<file path="src/rtl/vga_state_fetch_pkg.sv">
// Shared constants and FSM encoding for the per-frame game-state snapshot fetcher.
// The base address must agree with the assembler/memory map.
package vga_state_fetch_pkg;

  localparam int unsigned DEF_BOARD_WORDS = 7;
  localparam int unsigned DEF_ADDR_W      = 16;
  localparam int unsigned DATA_W          = 16;
  localparam logic [15:0] DEF_BASE_ADDR   = 16'h0F00;

  localparam int unsigned IDX_COLNO   = DEF_BOARD_WORDS;
  localparam int unsigned IDX_PLAYER  = DEF_BOARD_WORDS + 1;
  localparam int unsigned FETCH_WORDS = DEF_BOARD_WORDS + 2;

  typedef enum logic [1:0] {
    ST_IDLE,
    ST_READ,
    ST_DRAIN,
    ST_COMMIT
  } state_e;

endpackage

</file>
<file path="src/rtl/vga_state_fetch_if.sv">
// Read-only port B of the shared data memory, as seen by the snapshot fetcher.
interface vga_state_fetch_if
  import vga_state_fetch_pkg::*;
#(
  parameter int unsigned ADDR_W = DEF_ADDR_W
) ();

  logic              mem_rd_en;
  logic [ADDR_W-1:0] mem_addr;
  logic [DATA_W-1:0] mem_rdata;

  modport master (output mem_rd_en, output mem_addr, input  mem_rdata);
  modport slave  (input  mem_rd_en, input  mem_addr, output mem_rdata);

endinterface

</file>
<file path="src/rtl/vga_state_fetch_state_shadow_regs.sv">
// Back/front game-state buffers: indexed fill of the back buffer, one-cycle
// commit into the front buffer, and the registered renderer lookup mux.
module vga_state_fetch_state_shadow_regs
  import vga_state_fetch_pkg::*;
#(
  parameter int unsigned BOARD_WORDS = DEF_BOARD_WORDS,
  parameter int unsigned FETCH_W     = BOARD_WORDS + 2,
  parameter int unsigned IDX_W       = $clog2(FETCH_W)
) (
  input  logic              clk,
  input  logic              rst,
  input  logic              wr_en_i,
  input  logic [IDX_W-1:0]  wr_idx_i,
  input  logic [DATA_W-1:0] wr_data_i,
  input  logic              commit_i,
  input  logic [2:0]        lookup_sel_i,
  output logic [DATA_W-1:0] game_board_o,
  output logic [DATA_W-1:0] column_no_o,
  output logic [DATA_W-1:0] player_o
);

  logic [DATA_W-1:0] back_q  [FETCH_W];
  logic [DATA_W-1:0] front_q [FETCH_W];
  logic [DATA_W-1:0] game_board_q;

  always_ff @(posedge clk or negedge rst) begin
    if (!rst) begin
      for (int unsigned i = 0; i < FETCH_W; i++) begin
        back_q[i]  <= '0;
        front_q[i] <= '0;
      end
      game_board_q <= '0;
    end else begin
      if (wr_en_i) begin
        back_q[wr_idx_i] <= wr_data_i;
      end
      // The last word lands on the commit edge, so it bypasses the back buffer.
      if (commit_i) begin
        for (int unsigned i = 0; i < FETCH_W; i++) begin
          front_q[i] <= (wr_en_i && wr_idx_i == IDX_W'(i)) ? wr_data_i : back_q[i];
        end
      end
      if (IDX_W'(lookup_sel_i) < IDX_W'(BOARD_WORDS)) begin
        game_board_q <= front_q[IDX_W'(lookup_sel_i)];
      end else begin
        game_board_q <= '0;
      end
    end
  end

  assign game_board_o = game_board_q;
  assign column_no_o  = front_q[IDX_W'(BOARD_WORDS)];
  assign player_o     = front_q[IDX_W'(BOARD_WORDS + 1)];

endmodule

</file>
<file path="src/rtl/vga_state_fetch.sv">
// Snapshots board/column_no/player from memory on each vsync falling edge and
// commits them atomically so the renderer always sees a consistent frame.
module vga_state_fetch
  import vga_state_fetch_pkg::*;
#(
  parameter int unsigned       ADDR_W      = DEF_ADDR_W,
  parameter logic [ADDR_W-1:0] BASE_ADDR   = ADDR_W'(DEF_BASE_ADDR),
  parameter int unsigned       BOARD_WORDS = DEF_BOARD_WORDS
) (
  input  logic                 clk,
  input  logic                 rst,
  input  logic                 vsync,
  input  logic                 hold,
  input  logic [11:0]          vga_lookup,
  vga_state_fetch_if.master    mem,
  output logic [DATA_W-1:0]    game_board,
  output logic [DATA_W-1:0]    column_no,
  output logic [DATA_W-1:0]    player,
  output logic                 snap_valid,
  output logic                 frame_done
);

  localparam int unsigned      FETCH_W  = BOARD_WORDS + 2;
  localparam int unsigned      IDX_W    = $clog2(FETCH_W);
  localparam logic [IDX_W-1:0] LAST_IDX = IDX_W'(FETCH_W - 1);

  state_e            state_q;
  logic              vsync_q;
  logic [IDX_W-1:0]  idx_q;
  logic [IDX_W-1:0]  idx_d_q;
  logic              rd_en_q;
  logic              rd_d_q;
  logic [ADDR_W-1:0] addr_q;
  logic              frame_done_q;
  logic              snap_valid_q;
  logic              start;
  logic [8:0]        unused_lookup_hi;

  assign start            = vsync_q & ~vsync;
  assign unused_lookup_hi = vga_lookup[11:3];

  always_ff @(posedge clk or negedge rst) begin
    if (!rst) begin
      state_q      <= ST_IDLE;
      vsync_q      <= 1'b1;
      idx_q        <= '0;
      idx_d_q      <= '0;
      rd_en_q      <= 1'b0;
      rd_d_q       <= 1'b0;
      addr_q       <= '0;
      frame_done_q <= 1'b0;
      snap_valid_q <= 1'b0;
    end else begin
      vsync_q      <= vsync;
      rd_d_q       <= rd_en_q;
      idx_d_q      <= idx_q;
      frame_done_q <= 1'b0;
      unique case (state_q)
        ST_IDLE: begin
          if (start && !hold) begin
            state_q <= ST_READ;
            idx_q   <= '0;
            rd_en_q <= 1'b1;
            addr_q  <= BASE_ADDR;
          end
        end
        ST_READ: begin
          if (idx_q == LAST_IDX) begin
            state_q <= ST_DRAIN;
            rd_en_q <= 1'b0;
          end else begin
            idx_q  <= idx_q + IDX_W'(1);
            addr_q <= addr_q + ADDR_W'(1);
          end
        end
        ST_DRAIN: begin
          state_q      <= ST_COMMIT;
          frame_done_q <= 1'b1;
          snap_valid_q <= 1'b1;
        end
        ST_COMMIT: state_q <= ST_IDLE;
        default:   state_q <= ST_IDLE;
      endcase
    end
  end

  vga_state_fetch_state_shadow_regs #(
    .BOARD_WORDS (BOARD_WORDS),
    .FETCH_W     (FETCH_W),
    .IDX_W       (IDX_W)
  ) u_shadow (
    .clk          (clk),
    .rst          (rst),
    .wr_en_i      (rd_d_q),
    .wr_idx_i     (idx_d_q),
    .wr_data_i    (mem.mem_rdata),
    .commit_i     (state_q == ST_DRAIN),
    .lookup_sel_i (vga_lookup[2:0]),
    .game_board_o (game_board),
    .column_no_o  (column_no),
    .player_o     (player)
  );

  assign mem.mem_rd_en = rd_en_q;
  assign mem.mem_addr  = addr_q;
  assign snap_valid    = snap_valid_q;
  assign frame_done    = frame_done_q;

endmodule

</file>
<file path="src/flat_wrapper.sv">
// flat-port wrapper written by rule: the top's interface ports become plain ports
module vga_state_fetch_flat import vga_state_fetch_pkg::*;
#(
  parameter int unsigned       ADDR_W      = DEF_ADDR_W,
  parameter logic [ADDR_W-1:0] BASE_ADDR   = ADDR_W'(DEF_BASE_ADDR),
  parameter int unsigned       BOARD_WORDS = DEF_BOARD_WORDS
)
  (clk, rst, vsync, hold, vga_lookup, game_board, column_no, player, snap_valid, frame_done, mem_mem_rd_en, mem_mem_addr, mem_mem_rdata);
  vga_state_fetch_if #(.ADDR_W(ADDR_W)) mem_i ();
  input  logic clk;
  input  logic rst;
  input  logic vsync;
  input  logic hold;
  input  logic [11:0] vga_lookup;
  output logic [DATA_W-1:0] game_board;
  output logic [DATA_W-1:0] column_no;
  output logic [DATA_W-1:0] player;
  output logic snap_valid;
  output logic frame_done;
  output wire logic [$bits(mem_i.mem_rd_en)-1:0] mem_mem_rd_en;
  output wire logic [$bits(mem_i.mem_addr)-1:0] mem_mem_addr;
  input wire logic [$bits(mem_i.mem_rdata)-1:0] mem_mem_rdata;
  assign mem_mem_rd_en = mem_i.mem_rd_en;
  assign mem_mem_addr = mem_i.mem_addr;
  assign mem_i.mem_rdata = mem_mem_rdata;
  vga_state_fetch #(.ADDR_W(ADDR_W), .BASE_ADDR(BASE_ADDR), .BOARD_WORDS(BOARD_WORDS)) u_core (.clk(clk), .rst(rst), .vsync(vsync), .hold(hold), .vga_lookup(vga_lookup), .mem(mem_i), .game_board(game_board), .column_no(column_no), .player(player), .snap_valid(snap_valid), .frame_done(frame_done));
endmodule
</file>
<file path="config.mk">
export PLATFORM = sky130hd
export DESIGN_NAME = vga_state_fetch_flat
export DESIGN_NICKNAME = d
export VERILOG_FILES = /design/src/rtl/vga_state_fetch_pkg.sv /design/src/rtl/vga_state_fetch_if.sv /design/src/rtl/vga_state_fetch_state_shadow_regs.sv /design/src/rtl/vga_state_fetch.sv /design/src/flat_wrapper.sv
export SDC_FILE = /design/constraint.sdc
export NUM_CORES = 1
export LEC_CHECK = 0
export CAP_MARGIN = 20
export CORE_MARGIN = 2
export CORE_UTILIZATION = 55
export CTS_BUF_LIST = sky130_fd_sc_hd__clkbuf_2
export DETAILED_ROUTE_END_ITERATION = 16
export PLACE_DENSITY = 0.78
export SLEW_MARGIN = 20
export SYNTH_ARGS = -nofsm -noshare
export SYNTH_HDL_FRONTEND = slang
export SYNTH_SLANG_ARGS = --single-unit
</file>
<file path="constraint.sdc">
create_clock -name clk -period 2.1 [get_ports clk]
set_input_delay 0.42 -clock clk [delete_from_list [all_inputs] [get_ports clk]]
set_output_delay 0.42 -clock clk [all_outputs]
set_load 0.005 [all_outputs]
</file>
# --- Word level (Yosys, flattened, before mapping) ---
# Cells that the tools add are included.
word_totals:
  ff_bits: 335
  inputBits: 32
  out_inout_bits: 67
op_classes:
  add_sub_neg: 2
  magnitude_cmp: 4
  eq_ne: 15
  mux: 29
  n_bitwise: 4
  reduce_logical: 18
op_table:
  columns: ["cell", "n"]
  rows:
  - ["$mux W16", 15]
  - ["$bwmux W144", 1]
  - ["$bmux W16 S4", 1]
  - ["$demux W16 S4", 1]
  - ["$pmux W16 S2", 1]
  - ["$add A16 B1 Y16 const B", 1]
  - ["$eq A4 B3 Y1 const B", 4]
  - ["$logic_and A1 B1 Y1", 11]
  - ["$ge A5 B5 Y1 const B", 2]
  - ["$eq A4 B2 Y1 const B", 2]
  - ["$eq A4 B4 Y1 const B", 2]
  - ["$mux W4", 2]
  - ["$pmux W2 S4", 1]
  - ["$pmux W4 S2", 1]
  - ["$reduce_and A3 Y1", 2]
  - ["$lt A5 B1 Y1 const B", 1]
  - ["$not A3 Y5", 1]
  - ["$not A4 Y5", 1]
  - ["$add A4 B1 Y4 const B", 1]
  - ["$eq A2 B2 Y1 const B", 2]
  - ["$eq A4 B1 Y1 const B", 1]
  - ["$logic_not A4 Y1", 1]
  - ["$mux W2", 2]
  - ["$ne A2 B1 Y1 const B", 2]
  - ["11 further kinds", 13]

# --- Logic depth before layout (Yosys ltp) ---
# Gate-level depths: netlist of run 1.
depth:
  ltp_word: 6
  mapped_depth: 8

# --- Cells and area by module ---
# A second synthesis of run 1 with hierarchy kept.
hier_totals:
  cells_unflattened: 1455
  area_unflattened_um2: 14308.7
modules_own_cells:
  columns: ["mod", "instances", "cells_per_inst", "area_per_inst_um2", "seq_area_each_um2"]
  rows:
  - ["vga_state_fetch_state_shadow_regs", 1, 1310, 12804.8, 7607.3]
  - ["vga_state_fetch", 1, 145, 1503.9, 777.0]

# --- Least setup slack after synthesis of run 1 ---
# Ideal clock, no wire load.
synth_path:
  path_type: "reg-to-reg"
  start: "register u_core.vsync_q"
  end: "register u_core.addr_q[10] (netlist: u_core.mem.mem_addr[10])"
  setup_time_ns: 0.131
  arrival_time_ns: 1.867
  required_time_ns: 1.969
  slack_ns: 0.101
  path_stages_with_launch: 7
  synth_period_minus_slack_ns: 1.999
  cell_sequence: "dfstp_2 or3b_1 a211o_1 buf_2 buf_2 o31ai_1 nand3_1"
synth_between:
  elab_chain_cells: 4
synth_rtl:
  columns: ["item", "line_no", "text"]
  rows:
  - ["from (decl)", "vga_state_fetch.sv:28", "logic vsync_q;"]
  - ["from (signal assigned)", "vga_state_fetch.sv:54", "vsync_q <= vsync;"]
  - ["$and A1 B1 Y1", "vga_state_fetch.sv:39", "assign start = vsync_q & ~vsync;"]
  - ["$logic_and A1 B1 Y1", "vga_state_fetch.sv:60", "if (start && !hold) begin"]
  - ["$ne A2 B1 Y1 (no source line)", null, null]
  - ["$reduce_and A3 Y1 (no source line)", null, null]
  - ["to (signal assigned)", "vga_state_fetch.sv:73", "addr_q <= addr_q + ADDR_W'(1);"]
  - ["to (decl)", "vga_state_fetch.sv:33", "logic [ADDR_W-1:0] addr_q;"]
# Every way passes these cells.
# A chain may end at the register's enable or synchronous reset.

# --- Worst setup path after layout of run 1 ---
layout_path:
  start: "input port vsync"
  end: "register u_core.addr_q[12] (netlist: u_core.mem.mem_addr[12])"
layout_between:
  elab_chain_cells: 5
layout_rtl:
  columns: ["item", "line_no", "text"]
  rows:
  - ["from (decl)", "flat_wrapper.sv:12", "input logic vsync;"]
  - ["$not A1 Y1", "vga_state_fetch.sv:39", null]
  - ["$and A1 B1 Y1", "vga_state_fetch.sv:39", null]
  - ["$logic_and A1 B1 Y1", "vga_state_fetch.sv:60", null]
  - ["$ne A2 B1 Y1 (no source line)", null, null]
  - ["$reduce_and A3 Y1 (no source line)", null, null]
# Every way passes these cells.

==> results.sh, run 1 <==
export IMPL_status="finished, violations left"
export IMPL_grt_setup_unrepaired="true"
export IMPL_layout_drive_gt1_share=0.460
export IMPL_critPathMaxFanout=10
export IMPL_violations="negative setup slack"
export IMPL_synth_ff_latch_count=335
export IMPL_regToRegStartpoint="u_core.vsync_q"
export IMPL_yosysWarningCount=0
export IMPL_grt_first_pass_wirelength_um=45100
export IMPL_mostFrequentLayoutCells="dfrtp_1, mux2_2, clkbuf_2, dlygate4sd2_1, buf_4"
export IMPL_grt_max_degree=69
export IMPL_whs_ns=0.0604
export IMPL_hold_class="in -> reg"
export IMPL_grt_pass1_vias=8444
export IMPL_insertion_delay_ns=0.88
export IMPL_worst_pin_slew_ns=0.543
export IMPL_cp_required_ns=2.88
export IMPL_slew_limit_headroom=0.637
export IMPL_synth_edff_count=0
export IMPL_syn2layout_area_growth_pct=17.4
export IMPL_firstDrtPassIters=4
export IMPL_cts_made_buffers=81
export IMPL_synth_async_reset_ratio=1.00
export IMPL_synth_main_ff_cell="dfrtp_1"
export IMPL_avgRoutedWirePerCell_um=18.7
export IMPL_hpwl_um=16900
export IMPL_drc=0
export IMPL_rr_endpoint="u_core.mem.mem_addr[12]"
export IMPL_startpoint="vsync"
export IMPL_period_needed_ns=2.13
export IMPL_critPathLaunchType="input port"
export IMPL_clk_pin_slew_ns=0.09
export IMPL_initial_core_util=0.555
export IMPL_leakage_nw=7.72
export IMPL_cts_root_buf="clkbuf_2"
export IMPL_slew_viol_final=0
export IMPL_fin_tns_setup_ns=-0.0919
export IMPL_pwr_density_cell_mw_per_mm2=1360
export IMPL_r2r_cells=5
export IMPL_reg2reg_slack_ns=0.02
export IMPL_synth_cells=920
export IMPL_routed_via_density=5.51
export IMPL_synthesis_area_mm2=0.0138
export IMPL_routed_wl_um=27300
export IMPL_drtIter0Drc=352
export IMPL_hold_violations=0
export IMPL_port_buffer_count=89
export IMPL_final_nets=1137
export IMPL_overflow=0
export IMPL_io_pins=99
export IMPL_fin_crit_sh=1.01
export IMPL_track_usage=0.219
export IMPL_fmaxAchievable_ghz=0.470
export IMPL_antenna_found_initial=1
export IMPL_cts_sinks=335
export IMPL_vdd_drop_max_uv=713
export IMPL_seq_area_frac_synth=0.607
export IMPL_syn_area_per_cell_um2=15.0
export IMPL_clock_path_buffers=3
export IMPL_vias=8060
export IMPL_die_area_mm2=0.0264
export IMPL_fp_coreArea_mm2=0.0249
export IMPL_globalplace_congestion=0.773
export IMPL_synth_cell_types=46
export IMPL_detail_route_antenna_nets=0
export IMPL_layout_commonest_cell="dfrtp_1"
export IMPL_fill_cells=1835
export IMPL_die_height_um=162
export IMPL_cp_end_kind="flop"
export IMPL_die_w_um=162
export IMPL_hold_depth=3
export IMPL_power_mw=22.0
export IMPL_critPathArrivalTime_ns=2.91
export IMPL_critPathKind="in -> reg"
export IMPL_worst_clock_skew_ns=0.0607
export IMPL_tritoncts="built"
export IMPL_htree_levels=3
export IMPL_fp_row_count=58
export IMPL_drv_cap=0
export IMPL_synth_fp_nets=958
export IMPL_setup_viol=6
export IMPL_setup_ws_ns=-0.0262
export IMPL_crit_end="u_core.mem.mem_addr[12]"
## through the flow
stage	worst slack [ns]	std cells	utilization	cell area (um2)
after global routing	-0.0241	1464	0.652	16200
after CTS	0.00705	1464	0.651	16200
after global placement	-0.365	1314	0.616	15300
after detailed placement	-0.421	1314	0.616	15300
final	-0.0262	1464	0.652	16200
after floorplan	0.101	920	-	13800
## kinds of logic (layout without fill, tap and decap cells)
group / after synthesis / count (layout) / share of synthesized area
flip-flops: 335 / 335 / 0.607
multiplexers: 321 / 321 / 0.279
AND/OR/NAND/NOR: 97 / 97 / 0.0417
buffers and inverters: 86 / 299 / 0.0342
AO/OA/AOI/OAI: 75 / 75 / 0.0326
adder cells (fa/ha/maj): 6 / 6 / 0.00543
other: 0 / 1 / 0
## how the worst min path moves through the flow
stage                              from                              end  slack, ns
after floorplan                     rst                u_core.frame_done       0.12
after global placement              rst                u_core.snap_valid       0.32
after detailed placement            rst                u_core.snap_valid       0.31
after CTS                 vga_lookup[0]  u_core.u_shadow.game_board_o[7]      0.003
after global routing      vga_lookup[0]  u_core.u_shadow.game_board_o[7]       0.01
final                     vga_lookup[0]  u_core.u_shadow.game_board_o[7]       0.06
## worst max-delay path: stages
cell,delay (ns)
dlygate4sd3_1,0.54
clkdlybuf4s50_1,0.44
or3b_4,0.41
a211o_1,0.30
buf_6,0.15
or4_4,0.52
a21oi_2,0.14
## power breakdown
part | switching [mW] | total, mW | leakage (nW) | internal [mW]
registers | 1.10 | 10.3 | 4.21 | 9.16
logic | 3.08 | 7.66 | 3.02 | 4.57
clock network | 2.38 | 4.06 | 0.492 | 1.68
total | 6.57 | 22.0 | 7.72 | 15.4
## synth_stat cells (all sizes together), types with 7 or more instances
library cell  count  area share
a21oi            24      0.0087
a221oi            7      0.0044
buf              54       0.026
clkbuf           24      0.0065
dfrtp           334        0.60
inv               7      0.0019
mux2            295        0.25
mux2i            10      0.0072
mux4             16       0.026
nand2            19      0.0053
nand3             9      0.0033
nor2             24      0.0065
o21ai            24      0.0087
o31ai             9      0.0049
or3               9      0.0041
or4               8      0.0043
## what timing repair did
| item | CTS | global route |
|---|---|---|
| gates resized for setup | 75 | 6 |
| cloned | 1 | 0 |
| buffers inserted | 27 | 1 |
| setup endpoints to repair | 76 | 27 |
| pin swaps | 2 | 4 |
| hold endpoints to repair | 336 | 0 |
| hold buffers | 5 | 0 |
## cell type report
class / instances / area (um2) / share of cell area
Clock buffer: 104 / 520 / 0.0321
Inverter: 8 / 30.0 / 0.00185
Antenna cell: 1 / 2.50 / 0.000154
Sequential cell: 335 / 8390 / 0.517
Timing Repair Buffer: 174 / 1720 / 0.106
Multi-Input combinational cell: 499 / 5000 / 0.309
Clock inverter: 13 / 140 / 0.00864
Tap cell: 330 / 413 / 0.0255
## metal layers
layer	wire [um]	global-route usage
met1	12800	0.311
met2	13000	0.343
met3	1140	0.0486
met4	399	0.0692
met5	0	0
## registers in the layout, indices dropped and copies added, names as in the netlist
| name | flops |
|---|---|
| u_core.u_shadow.back_q | 144 |
| u_core.u_shadow.front_q | 112 |
| u_core.mem.mem_addr | 16 |
| u_core.u_shadow.column_no_o | 16 |
| u_core.u_shadow.game_board_o | 16 |
| u_core.u_shadow.player_o | 16 |
| u_core.idx_d_q | 4 |
| u_core.idx_q | 4 |
| u_core.state_q | 2 |
| u_core.frame_done | 1 |
| u_core.mem.mem_rd_en | 1 |
| u_core.rd_d_q | 1 |
| u_core.snap_valid | 1 |
| u_core.vsync_q | 1 |
No activity file was read; power rests on OpenSTA's default activity.
==> run 2, diff against run 1 <==
Settings changed: CTS_BUF_LIST sky130_fd_sc_hd__clkbuf_2 to sky130_fd_sc_hd__clkbuf_8.
==> run 2 against run 1 <==
The run still ends with negative setup slack left. Sequential cell count is the same. Non-clock buffer count is 30 lower. Sequential share of layout area is 1.3 points lower. Clock power rose by 47%. Largest power group unchanged. First-iteration DRC count grew 1.4%. Setup slack got worse by 0.0027 ns. Utilization increased by 1.6 points. Combinational power about the same.
==> results.sh, run 2 (synthesis gave the netlist of run 1 again) <==
export IMPL_status="finished, violations left"
export IMPL_violations="negative setup slack"
export IMPL_worst_clock_skew_ns=0.00972
export IMPL_initial_core_util=0.555
export IMPL_setup_ws_ns=-0.0289
export IMPL_cts_made_buffers=52
export IMPL_grt_max_degree=69
export IMPL_antenna_found_initial=0
export IMPL_cp_required_ns=2.60
export IMPL_leakage_nw=7.56
export IMPL_period_needed_ns=2.13
export IMPL_syn2layout_area_growth_pct=20.2
export IMPL_die_height_um=162
export IMPL_routed_wl_um=27300
export IMPL_cts_root_buf="clkbuf_8"
export IMPL_drv_cap=0
export IMPL_cp_end_kind="flop"
export IMPL_rr_endpoint="u_core.mem.mem_addr[6]"
export IMPL_fp_coreArea_mm2=0.0249
export IMPL_routed_via_density=5.56
export IMPL_layout_commonest_cell="dfrtp_1"
export IMPL_grt_first_pass_wirelength_um=44600
export IMPL_regToRegStartpoint="u_core.vsync_q"
export IMPL_avgRoutedWirePerCell_um=19.4
export IMPL_largest_reg_flops=144
export IMPL_track_usage=0.216
export IMPL_wl_met1_um=12600
export IMPL_power_mw=24.0
export IMPL_grt_pass1_vias=8188
export IMPL_tritoncts="built"
export IMPL_reg2reg_slack_ns=-0.03
export IMPL_htree_levels=2
export IMPL_fin_crit_sh=1.01
export IMPL_antenna_cells=0
export IMPL_hold_violations=0
export IMPL_overflow=0
export IMPL_drc=0
export IMPL_reg_top3="u_core.u_shadow.back_q: 144 flops, u_core.u_shadow.front_q: 112 flops"
export IMPL_hold_depth=1
export IMPL_setup_viol=3
export IMPL_fp_row_count=58
export IMPL_die_area_mm2=0.0264
export IMPL_final_nets=1078
export IMPL_wl_met3_um=1140
export IMPL_grt_setup_unrepaired="true"
export IMPL_hold_class="in -> reg"
export IMPL_critPathMaxFanout=10
export IMPL_wl_met2_um=12900
export IMPL_insertion_delay_ns=0.58
export IMPL_hp_start="vsync"
export IMPL_hpwl_um=16900
export IMPL_layout_drive_gt1_share=0.434
export IMPL_place_ws_ns=-0.421
export IMPL_mostFrequentLayoutCells="dfrtp_1, mux2_2, clkdlybuf4s50_1, clkbuf_8, buf_4"
export IMPL_worst_pin_slew_ns=0.510
export IMPL_firstDrtPassIters=4
export IMPL_pwr_density_cell_mw_per_mm2=1440
export IMPL_vdd_drop_max_uv=940
export IMPL_critPathKind="reg -> reg"
export IMPL_vias=7840
export IMPL_fill_cells=1765
export IMPL_fmaxAchievable_ghz=0.470
export IMPL_largest_register="u_core.u_shadow.back_q"
export IMPL_globalplace_congestion=0.773
export IMPL_slowest_stage="dfstp_2"
export IMPL_fin_tns_setup_ns=-0.0401
export IMPL_detail_route_antenna_nets=0
export IMPL_io_pins=99
export IMPL_cts_sinks=335
export IMPL_r2r_cells=6
export IMPL_critPathArrivalTime_ns=2.63
export IMPL_port_buffer_count=89
export IMPL_worstPathCellList="or3b_4 -> a211o_1 -> buf_6 -> buf_4 -> or3_1 -> a21oi_2"
export IMPL_min_to="u_core.vsync_q"
export IMPL_maxUsedRoutingLayer="met4"
export IMPL_slew_limit_headroom=0.659
export IMPL_clock_path_buffers=3
export IMPL_critPathMaxStageDelay_ns=0.52
export IMPL_drtIter0Drc=357
export IMPL_critPathLaunchType="flop"
export IMPL_slew_viol_final=0
export IMPL_clk_pin_slew_ns=0.07
export IMPL_die_w_um=162
==> run 2: changes by cell type in the layout (fill, tap and decap cells not counted), sizes merged <==
cell,previous run,this run
clkinv,8,5
clkbuf,104,74
dlygate4sd3,4,1
diode,1,0
clkdlybuf4s50,19,86
inv,8,18
dlygate4sd2,67,0
buf,84,57
==> run 2: how the worst max path moves through the flow <==
stage | startpoint | endpoint
3_5_place_dp | vsync | u_core.idx_q[3]
5_1_grt | u_core.vsync_q | u_core.mem.mem_addr[6]
6_report | u_core.vsync_q | u_core.mem.mem_addr[6]
2_1_floorplan | u_core.vsync_q | u_core.mem.mem_addr[10]
3_3_place_gp | vsync | u_core.idx_q[3]
4_1_cts | u_core.vsync_q | u_core.mem.mem_addr[14]
==> run 2: stage by stage <==
stage               utilization  instances  cell area [um2]  hold WS, ns
global placement          0.616       1314            15300        0.316
global route              0.667       1410            16600        0.249
CTS                       0.666       1410            16600        0.247
finish                    0.667       1410            16600        0.268
detailed placement        0.616       1314            15300        0.309
floorplan                     -        920            13800        0.124
==> run 2: routing by layer <==
layer,global-route usage,up-vias
met4,0.0688,0
met5,0,-
met2,0.334,171
met1,0.314,4067
li1,-,3552
met3,0.0390,50
==> run 2: repair_timing <==
item / in CTS / in global routing
buffers inserted: 0 / 1
hold buffers: 1 / 0
pin swaps: 4 / 6
gates cloned: 1 / 0
hold endpoints to repair: 26 / 0
endpoints found under the setup margin: 10 / 10
resized for setup: 6 / 11
==> run 2: power by group <==
part / switching, mW / total, mW / internal [mW]
Sequential: 1.23 / 10.4 / 9.18
Clock: 2.48 / 5.96 / 3.48
Combinational: 2.95 / 7.63 / 4.68
==> run 2: layout make-up <==
type / instances / area [um2] / share of cell area
Sequential cell: 335 / 8380 / 0.505
Multi-Input combinational cell: 499 / 5030 / 0.303
Timing Repair Buffer: 144 / 1570 / 0.0944
Clock buffer: 74 / 1020 / 0.0613
Tap cell: 330 / 413 / 0.0249
Clock inverter: 20 / 166 / 0.0100
Inverter: 8 / 30.0 / 0.00181
==> run 2: critical path: cells and delay by family (launching register included) <==
| family | cells | cell delay, ns |
|---|---|---|
| flops | 1 | 0.52 |
| simple gates | 2 | 0.73 |
| buf+inv | 2 | 0.30 |
| compound gates | 2 | 0.49 |
